$ cat config.mk
export PLATFORM = sky130hd
export DESIGN_NAME = mips_muldiv_unit_flat
export DESIGN_NICKNAME = d
export VERILOG_FILES = /design/src/rtl/mips_muldiv_if.sv /design/src/rtl/mips_muldiv_unit.sv /design/src/flat_wrapper.sv
export SDC_FILE = /design/constraint.sdc
export NUM_CORES = 1
export LEC_CHECK = 0
export ABC_CLOCK_PERIOD_IN_PS = 6000
export BUFFER_PORTS_ARGS = -buffer_cell sky130_fd_sc_hd__clkbuf_2
export CAP_MARGIN = 20
export CORE_ASPECT_RATIO = 2
export CORE_MARGIN = 3
export CORE_UTILIZATION = 55
export CTS_BUF_LIST = sky130_fd_sc_hd__clkbuf_8
export CTS_CLUSTER_SIZE = 8
export DETAILED_ROUTE_END_ITERATION = 6
export PLACE_DENSITY = 0.79
export SLEW_MARGIN = 20
export SYNTH_ARGS = -nofsm -noshare
export SYNTH_HDL_FRONTEND = slang
export SYNTH_SLANG_ARGS = --single-unit
$ cat constraint.sdc
create_clock -name clk -period 6 [get_ports clk]
set_input_delay 0.9 -clock clk [delete_from_list [all_inputs] [get_ports clk]]
set_output_delay 0.9 -clock clk [all_outputs]
set_load 0.05 [all_outputs]
$ cat src/rtl/mips_muldiv_if.sv
// mips_muldiv_if
//   Connection between the X/D pipeline stages (master) and the
//   iterative multiply/divide unit (slave).
//
//   en      global enable, 0 freezes the unit
//   start   X-stage op valid
//   op      0=MULT 1=MULTU 2=DIV 3=DIVU 4=MTHI 5=MTLO 6=MADD 7=MSUB
//   op_a    rs operand
//   op_b    rt operand
//   flush   kill the in-flight op
//   rd_req  D stage holds MFHI/MFLO
//   hi, lo  HI/LO registers
//   busy    iterative operation in progress
//   done    one-cycle pulse when HI/LO are written by MULT/DIV
//   stall   busy & (start | rd_req)
interface mips_muldiv_if #(
    parameter int WIDTH = 32
);
    logic             en;
    logic             start;
    logic [2:0]       op;
    logic [WIDTH-1:0] op_a;
    logic [WIDTH-1:0] op_b;
    logic             flush;
    logic             rd_req;
    logic [WIDTH-1:0] hi;
    logic [WIDTH-1:0] lo;
    logic             busy;
    logic             done;
    logic             stall;

    modport master (
        output en, start, op, op_a, op_b, flush, rd_req,
        input  hi, lo, busy, done, stall
    );

    modport slave (
        input  en, start, op, op_a, op_b, flush, rd_req,
        output hi, lo, busy, done, stall
    );
endinterface

$ cat src/rtl/mips_muldiv_unit.sv
// mips_muldiv_unit
//   Iterative multiply/divide unit with HI/LO registers for the pipelined
//   MIPS core. MULT/MULTU use shift-add, DIV/DIVU use restoring division,
//   both retiring STEPS_PER_CYCLE radix-2 steps per clock. Signed ops work
//   on magnitudes; signs are applied in the FIXUP cycle.
//
//   Optional feature: define MIPS_MULDIV_MADD_EN to enable op 6 (MADD) and
//   op 7 (MSUB), which accumulate a signed product into {hi,lo} through an
//   extra FIXUP2 cycle. Without the macro ops 6/7 are ignored.
//
//   Parameters
//     WIDTH            operand / HI / LO width (even, >= 4)
//     STEPS_PER_CYCLE  radix-2 iterations per clock (divides WIDTH)
//   Ports
//     clk   rising-edge clock
//     rst   synchronous active-low reset
//     bus   mips_muldiv_if slave modport (en, start, op, op_a, op_b,
//           flush, rd_req in; hi, lo, busy, done, stall out)
module mips_muldiv_unit #(
    parameter int WIDTH           = 32,
    parameter int STEPS_PER_CYCLE = 1
) (
    input  logic          clk,
    input  logic          rst,
    mips_muldiv_if.slave  bus
);

    localparam int N     = WIDTH / STEPS_PER_CYCLE;
    localparam int CNT_W = $clog2(N + 1);
    localparam int AW    = 2 * WIDTH + 1;

    localparam logic [CNT_W-1:0] CNT_N   = CNT_W'(N);
    localparam logic [CNT_W-1:0] CNT_ONE = CNT_W'(1);

    localparam logic [2:0] OP_MULT  = 3'd0;
    localparam logic [2:0] OP_MULTU = 3'd1;
    localparam logic [2:0] OP_DIV   = 3'd2;
    localparam logic [2:0] OP_DIVU  = 3'd3;
    localparam logic [2:0] OP_MTHI  = 3'd4;
    localparam logic [2:0] OP_MTLO  = 3'd5;

    localparam logic [2:0] S_IDLE   = 3'd0;
    localparam logic [2:0] S_MUL    = 3'd1;
    localparam logic [2:0] S_DIV    = 3'd2;
    localparam logic [2:0] S_FIXUP  = 3'd3;
`ifdef MIPS_MULDIV_MADD_EN
    localparam logic [2:0] OP_MADD  = 3'd6;
    localparam logic [2:0] OP_MSUB  = 3'd7;
    localparam logic [2:0] S_FIXUP2 = 3'd4;
`endif

    // Two's-complement negate when neg is set (also gives |v| for a
    // negative v, with the most-negative value mapping to 2^(WIDTH-1)).
    function automatic logic [WIDTH-1:0] neg_cond_w(input logic [WIDTH-1:0] v,
                                                   input logic neg);
        return neg ? ((~v) + {{(WIDTH-1){1'b0}}, 1'b1}) : v;
    endfunction

    function automatic logic [2*WIDTH-1:0] neg_cond_2w(input logic [2*WIDTH-1:0] v,
                                                      input logic neg);
        return neg ? ((~v) + {{(2*WIDTH-1){1'b0}}, 1'b1}) : v;
    endfunction

    logic [2:0]       state_q;
    logic [CNT_W-1:0] cnt_q;
    // MUL: {upper partial product (W+1), multiplier/low product (W)}
    // DIV: {partial remainder (W+1), dividend/quotient (W)}
    logic [AW-1:0]    acc_q;
    // multiplicand or divisor magnitude
    logic [WIDTH:0]   opd_q;
    logic             neg_res_q;
    logic             neg_rem_q;
    logic             is_div_q;
    logic             div0_q;
    logic [WIDTH-1:0] hi_q;
    logic [WIDTH-1:0] lo_q;
`ifdef MIPS_MULDIV_MADD_EN
    logic             madd_q;
    logic             msub_q;
`endif

    // Operand conditioning for the op being offered in IDLE
    logic             signed_op;
    logic             sign_a;
    logic             sign_b;
    logic [WIDTH-1:0] mag_a;
    logic [WIDTH-1:0] mag_b;

    always_comb begin
        signed_op = (bus.op == OP_MULT) || (bus.op == OP_DIV);
`ifdef MIPS_MULDIV_MADD_EN
        signed_op = signed_op || (bus.op == OP_MADD) || (bus.op == OP_MSUB);
`endif
        sign_a = signed_op & bus.op_a[WIDTH-1];
        sign_b = signed_op & bus.op_b[WIDTH-1];
        mag_a  = neg_cond_w(bus.op_a, sign_a);
        mag_b  = neg_cond_w(bus.op_b, sign_b);
    end

    // One clock's worth of shift-add and restoring-divide steps
    logic [AW-1:0]  mul_acc;
    logic [AW-1:0]  div_acc;
    logic [WIDTH:0] mul_sum;
    logic [WIDTH:0] div_shift;
    logic [WIDTH+1:0] div_diff;

    always_comb begin
        mul_acc   = acc_q;
        div_acc   = acc_q;
        mul_sum   = '0;
        div_shift = '0;
        div_diff  = '0;
        for (int s = 0; s < STEPS_PER_CYCLE; s++) begin
            // Upper field stays below 2^WIDTH after each shift, so the sum
            // with a WIDTH-bit magnitude never overflows WIDTH+1 bits.
            mul_sum = mul_acc[AW-1:WIDTH] + (mul_acc[0] ? opd_q : '0);
            mul_acc = {1'b0, mul_sum, mul_acc[WIDTH-1:1]};

            // Remainder is always below the divisor, so its top bit is zero
            // and the shifted value fits WIDTH+1 bits.
            div_shift = div_acc[2*WIDTH-1:WIDTH-1];
            div_diff  = {1'b0, div_shift} - {1'b0, opd_q};
            if (!div_diff[WIDTH+1])
                div_acc = {div_diff[WIDTH:0], div_acc[WIDTH-2:0], 1'b1};
            else
                div_acc = {div_shift, div_acc[WIDTH-2:0], 1'b0};
        end
    end

    // Sign application for the FIXUP cycle
    logic [2*WIDTH-1:0] prod_s;
    logic [WIDTH-1:0]   quo_s;
    logic [WIDTH-1:0]   rem_s;

    always_comb begin
        prod_s = neg_cond_2w(acc_q[2*WIDTH-1:0], neg_res_q);
        // Divide by zero leaves the raw dividend as remainder, which the
        // dividend-sign rule turns back into op_a.
        quo_s  = div0_q ? {WIDTH{1'b1}} : neg_cond_w(acc_q[WIDTH-1:0], neg_res_q);
        rem_s  = neg_cond_w(acc_q[2*WIDTH-1:WIDTH], neg_rem_q);
    end

    always_ff @(posedge clk) begin
        if (!rst) begin
            state_q   <= S_IDLE;
            cnt_q     <= '0;
            acc_q     <= '0;
            opd_q     <= '0;
            neg_res_q <= 1'b0;
            neg_rem_q <= 1'b0;
            is_div_q  <= 1'b0;
            div0_q    <= 1'b0;
            hi_q      <= '0;
            lo_q      <= '0;
`ifdef MIPS_MULDIV_MADD_EN
            madd_q    <= 1'b0;
            msub_q    <= 1'b0;
`endif
        end else if (bus.en) begin
            if (bus.flush) begin
                // Kills any in-flight op, and drops an op offered in IDLE
                state_q <= S_IDLE;
                cnt_q   <= '0;
            end else begin
                case (state_q)
                    S_IDLE: begin
                        if (bus.start) begin
                            case (bus.op)
                                OP_MULT, OP_MULTU: begin
                                    state_q   <= S_MUL;
                                    cnt_q     <= CNT_N;
                                    acc_q     <= {{(WIDTH+1){1'b0}}, mag_a};
                                    opd_q     <= {1'b0, mag_b};
                                    neg_res_q <= sign_a ^ sign_b;
                                    neg_rem_q <= 1'b0;
                                    is_div_q  <= 1'b0;
                                    div0_q    <= 1'b0;
`ifdef MIPS_MULDIV_MADD_EN
                                    madd_q    <= 1'b0;
                                    msub_q    <= 1'b0;
`endif
                                end
                                OP_DIV, OP_DIVU: begin
                                    state_q   <= S_DIV;
                                    cnt_q     <= CNT_N;
                                    acc_q     <= {{(WIDTH+1){1'b0}}, mag_a};
                                    opd_q     <= {1'b0, mag_b};
                                    neg_res_q <= sign_a ^ sign_b;
                                    neg_rem_q <= sign_a;
                                    is_div_q  <= 1'b1;
                                    div0_q    <= (bus.op_b == '0);
`ifdef MIPS_MULDIV_MADD_EN
                                    madd_q    <= 1'b0;
                                    msub_q    <= 1'b0;
`endif
                                end
                                OP_MTHI: hi_q <= bus.op_a;
                                OP_MTLO: lo_q <= bus.op_a;
`ifdef MIPS_MULDIV_MADD_EN
                                OP_MADD, OP_MSUB: begin
                                    state_q   <= S_MUL;
                                    cnt_q     <= CNT_N;
                                    acc_q     <= {{(WIDTH+1){1'b0}}, mag_a};
                                    opd_q     <= {1'b0, mag_b};
                                    neg_res_q <= sign_a ^ sign_b;
                                    neg_rem_q <= 1'b0;
                                    is_div_q  <= 1'b0;
                                    div0_q    <= 1'b0;
                                    madd_q    <= (bus.op == OP_MADD);
                                    msub_q    <= (bus.op == OP_MSUB);
                                end
`endif
                                default: ;
                            endcase
                        end
                    end
                    S_MUL: begin
                        acc_q <= mul_acc;
                        cnt_q <= cnt_q - CNT_ONE;
                        if (cnt_q == CNT_ONE)
                            state_q <= S_FIXUP;
                    end
                    S_DIV: begin
                        acc_q <= div_acc;
                        cnt_q <= cnt_q - CNT_ONE;
                        if (cnt_q == CNT_ONE)
                            state_q <= S_FIXUP;
                    end
                    S_FIXUP: begin
`ifdef MIPS_MULDIV_MADD_EN
                        if (madd_q || msub_q) begin
                            // Park the signed product for the accumulate cycle
                            acc_q   <= {1'b0, prod_s};
                            state_q <= S_FIXUP2;
                        end else
`endif
                        begin
                            if (is_div_q) begin
                                hi_q <= rem_s;
                                lo_q <= quo_s;
                            end else begin
                                hi_q <= prod_s[2*WIDTH-1:WIDTH];
                                lo_q <= prod_s[WIDTH-1:0];
                            end
                            state_q <= S_IDLE;
                        end
                    end
`ifdef MIPS_MULDIV_MADD_EN
                    S_FIXUP2: begin
                        if (msub_q)
                            {hi_q, lo_q} <= {hi_q, lo_q} - acc_q[2*WIDTH-1:0];
                        else
                            {hi_q, lo_q} <= {hi_q, lo_q} + acc_q[2*WIDTH-1:0];
                        state_q <= S_IDLE;
                    end
`endif
                    default: state_q <= S_IDLE;
                endcase
            end
        end
    end

    // Cycle in which HI/LO are written; a flush in that cycle cancels the
    // write, so the pulse is suppressed too.
    logic fin;
`ifdef MIPS_MULDIV_MADD_EN
    assign fin = ((state_q == S_FIXUP) && !(madd_q || msub_q)) || (state_q == S_FIXUP2);
`else
    assign fin = (state_q == S_FIXUP);
`endif

    assign bus.hi    = hi_q;
    assign bus.lo    = lo_q;
    assign bus.busy  = (state_q != S_IDLE);
    assign bus.done  = fin & ~(bus.en & bus.flush);
    assign bus.stall = bus.busy & (bus.start | bus.rd_req);

endmodule

$ cat src/flat_wrapper.sv
// flat-port wrapper written by rule: the top's interface ports become plain ports
module mips_muldiv_unit_flat 
#(
    parameter int WIDTH           = 32,
    parameter int STEPS_PER_CYCLE = 1
)
  (clk, rst, bus_en, bus_start, bus_op, bus_op_a, bus_op_b, bus_flush, bus_rd_req, bus_hi, bus_lo, bus_busy, bus_done, bus_stall);
  mips_muldiv_if #(.WIDTH(WIDTH)) bus_i ();
  input  logic clk;
  input  logic rst;
  input wire logic [$bits(bus_i.en)-1:0] bus_en;
  input wire logic [$bits(bus_i.start)-1:0] bus_start;
  input wire logic [$bits(bus_i.op)-1:0] bus_op;
  input wire logic [$bits(bus_i.op_a)-1:0] bus_op_a;
  input wire logic [$bits(bus_i.op_b)-1:0] bus_op_b;
  input wire logic [$bits(bus_i.flush)-1:0] bus_flush;
  input wire logic [$bits(bus_i.rd_req)-1:0] bus_rd_req;
  output wire logic [$bits(bus_i.hi)-1:0] bus_hi;
  output wire logic [$bits(bus_i.lo)-1:0] bus_lo;
  output wire logic [$bits(bus_i.busy)-1:0] bus_busy;
  output wire logic [$bits(bus_i.done)-1:0] bus_done;
  output wire logic [$bits(bus_i.stall)-1:0] bus_stall;
  assign bus_i.en = bus_en;
  assign bus_i.start = bus_start;
  assign bus_i.op = bus_op;
  assign bus_i.op_a = bus_op_a;
  assign bus_i.op_b = bus_op_b;
  assign bus_i.flush = bus_flush;
  assign bus_i.rd_req = bus_rd_req;
  assign bus_hi = bus_i.hi;
  assign bus_lo = bus_i.lo;
  assign bus_busy = bus_i.busy;
  assign bus_done = bus_i.done;
  assign bus_stall = bus_i.stall;
  mips_muldiv_unit #(.WIDTH(WIDTH), .STEPS_PER_CYCLE(STEPS_PER_CYCLE)) u_core (.clk(clk), .rst(rst), .bus(bus_i));
endmodule
==> flow_summary.ini <==
[status]
status = complete, no violations

[drt]
first_pass_iters = 6
drc_errors = 0
drt_wl_total_um = 49600
vias_per_cell = 6.58
ant_nets = 0
drt_iter0_drc = 1523
num_vias = 14940
wire_per_inst_um = 21.9

[hold_path]
hold_path_depth = 2
hp-class = flop to flop

[sta]
hold-worst-slack_ps = 453
slew_viol_final = 0
max_freq_ghz = 0.224
worstMarginPinSlew_ps = 1070
setup_viol = 0
fin_crit_ps = 4460
slew_headroom_pct = 28.3
rsz0062_at_grt = no
finClkSkew_ps = 17.2
setup_tns_ps = 0
fin_crit_sh_pct = 74.3
final_hold_viol_count = 0

[clock_network]
htree_levels = 4
clk_pin_slew_ps = 100
clock_latency_ps = 530
ctsRootBufferMaster = clkbuf_8
clockBufferDepth = 2
cts_made_buffers = 17
cts_resized = 0
cts_tree = built
cts_sinks = 173
post-cts-setup-buffers = 0
cts_hold_buf = 0

[layout]
regArea_um2 = 3460
drive_gt1_share_pct = 11.4
fillers = 2388
final_util_pct = 61.1
multiInputGateArea_um2 = 9670
fin_nets = 2073
final_cells = 2270
area_delta_synth_final_pct = 8.24

[setup_path]
cp.required_ps = 6410
arrival_ps = 4870
criticalPathCategory = flop to flop
crit_end = u_core.acc_q[62]
critPathSlowestCell = inv_1
regToRegSetupSlack_ps = 1540
cpPeakStageDelay_ps = 790
startpoint_type = flop
end_kind = flop
cpMostUsedCell = o21ai_0
r2r-end = u_core.acc_q[62]
crit_fanout = 31
r2r_cells = 12
path_depth = 12
critPathTopFamily = compound AO/OA/AOI/OAI gates
crit_buf_inv = 1
crit_path_start = u_core.acc_q[0]
reg2reg_from = u_core.acc_q[0]
crit_chain = inv_1 > nor2_1 > ha_1 > a2111oi_0 > o21ai_0 > a21oi_1 > o21ai_0 > a31oi_1 > o21ba_2 > o21ai_0 > xnor2_1 > o221ai_1

[global_route]
grt_max_degree = 67
overflow = 0
antenna_found_initial = 1
grt_first_pass_wirelength_um = 76700
track_usage_pct = 35.4
grt_pass1_vias = 14769

[logic_synthesis]
yosysWarnings = 0
synth_async_sr_flop_share_pct = 0
syn_nets = 2027
synth_cells = 1878
synth_edf_count = 0
synth_flop_cell = dfxtp_1
ys_seq_area_share_pct = 24.9
netlist_area_um2 = 13900
synthDistinctLibCells = 77
ys_ff_latch = 173
syn_avg_cell_area_um2 = 7.40

[place]
gp_congestion = 0.992
io_buffers = 139
place_inst = 2237
hpwl_um = 37700

[floorplan]
fp.coreArea_um2 = 24600
rows = 81
dieArea_um2 = 27300
die_width_um = 118
die_h_um = 231
io_pins = 140
start_util_pct = 56.4

[pwr]
internal_power_w = 0.00172
switching_share_pct = 35.5
p_comb_share_pct = 24.7
pwr_density_cell_nw_per_um2 = 177
power_frac_seq_pct = 45.7
leakagePower_nw = 5.93
net-switching-power_w = 0.000947
clkPwrFrac_pct = 29.6
ir_worst_vdd_mv = 0.134

[job]
maxCapViolCount = 0
-- how the worst min path moves through the flow --
stage | from | to | slack (ps)
4_1_cts | u_core.bus.lo[14] | u_core.bus.lo[14] | 460
5_1_grt | u_core.bus.lo[26] | u_core.bus.lo[26] | 480
6_report | u_core.bus.lo[31] | u_core.bus.lo[31] | 450
2_1_floorplan | u_core.opd_q[15] | u_core.opd_q[15] | 430
3_3_place_gp | u_core.opd_q[15] | u_core.opd_q[15] | 440
3_5_place_dp | u_core.bus.lo[14] | u_core.bus.lo[14] | 440
-- placed cells by master (no fill, tap or decap), types with 13 or more instances in the layout --
cell type,instances
a21o_1,26
o211ai_1,27
dfxtp_1,173
clkbuf_8,19
a31oi_1,21
nand2_1,161
ha_1,73
o21ai_0,151
a21oi_1,173
xnor2_1,109
o41ai_1,13
o21bai_1,16
xor2_1,69
mux2i_1,29
nand2b_1,13
nor2_1,191
nand4_1,16
o31ai_1,27
a211oi_1,43
clkbuf_2,139
or3_1,14
nor4_1,23
inv_1,74
nor2b_1,14
a221oi_1,24
buf_4,21
a22oi_1,31
nor3_1,33
o221ai_1,25
nand3_1,40
-- cells by family after synthesis --
group	after synthesis	synth area share (%)
AND/OR/NAND/NOR	560	18.7
multiplexers	30	2.17
flip-flops	173	24.9
buffers and inverters	208	5.74
adder cells (fa/ha/maj)	76	6.95
AO/OA/AOI/OAI	653	30.3
XOR/XNOR	178	11.2
-- worst register-to-register path, cell delays in order (launching register included) --
cell	delay, ps
dfxtp_1	400
inv_1	790
nor2_1	130
ha_1	390
a2111oi_0	560
o21ai_0	230
a21oi_1	370
o21ai_0	240
a31oi_1	600
o21ba_2	260
o21ai_0	120
xnor2_1	150
o221ai_1	120
-- flip-flops by register name, indices dropped and copies added (netlist names) --
name and cells:
u_core.bus.hi 32, u_core.cnt_q 6, u_core.state_q 2, u_core.is_div_q 1
u_core.bus.lo 32, u_core.acc_q 65, u_core.opd_q 32, u_core.neg_res_q 1
u_core.div0_q 1, u_core.neg_rem_q 1
-- routing by layer --
layer / vias up / track usage, % / wire (um)
met5: - / 0 / 0
li1: 6952 / - / -
met4: 0 / 31.9 / 4990
met2: 739 / 64.0 / 25200
met3: 294 / 6.45 / 2930
met1: 6955 / 33.5 / 16500
-- power groups by stage --
stage | Combinational (W) | Sequential, W | Clock (W)
3_5_place_dp | 0.000645 | 0.00124 | 0
2_1_floorplan | 0.000431 | 0.00125 | 0
5_1_grt | 0.000706 | 0.00122 | 0.000836
4_1_cts | 0.000648 | 0.00121 | 0.000799
6_report | 0.000659 | 0.00122 | 0.000789
3_3_place_gp | 0.000638 | 0.00124 | 0
-- Yosys cell counts, types with 13 or more instances --
cell      instances  area [um^2]
a221oi_1         24          210
nor2b_1          14         87.6
xnor2_1         109          955
a31oi_1          21          131
clkbuf_1        117          439
ha_1             74          926
inv_1            73          274
nand2b_1         13         81.3
or3_1            14         87.6
a211oi_1         43          323
o31ai_1          27          203
o211ai_1         27          203
xor2_1           69          604
dfxtp_1         173         3460
mux2i_1          29          290
o21ai_0         151          756
a21oi_1         175          876
nor3_1           34          170
a22oi_1          31          233
nand2_1         161          604
a21o_1           26          195
o41ai_1          13          114
o21bai_1         16          120
o221ai_1         25          219
nor2_1          191          717
nor4_1           24          150
nand3_1          40          200
nand4_1          16          100
-- final cells by class --
cell class | count | share of cell area (%)
clock inverters | 13 | 0.599
repair buffers | 160 | 5.67
multi-input cells | 1497 | 64.3
inverters | 75 | 1.88
clock buffers | 19 | 1.74
well taps | 332 | 2.76
diodes | 1 | 0.0166
flip-flops and latches | 173 | 23.0
-- through the flow --
step	total power [W]	area (um^2)	setup slack [ps]
global route	0.00276	15000	1160
finish	0.00266	15000	1540
CTS	0.00266	15000	1660
floorplan	0.00168	13900	2770
global placement	0.00188	14700	1860
detailed placement	0.00189	14700	1700
Power figures use the tool's default switching activity.
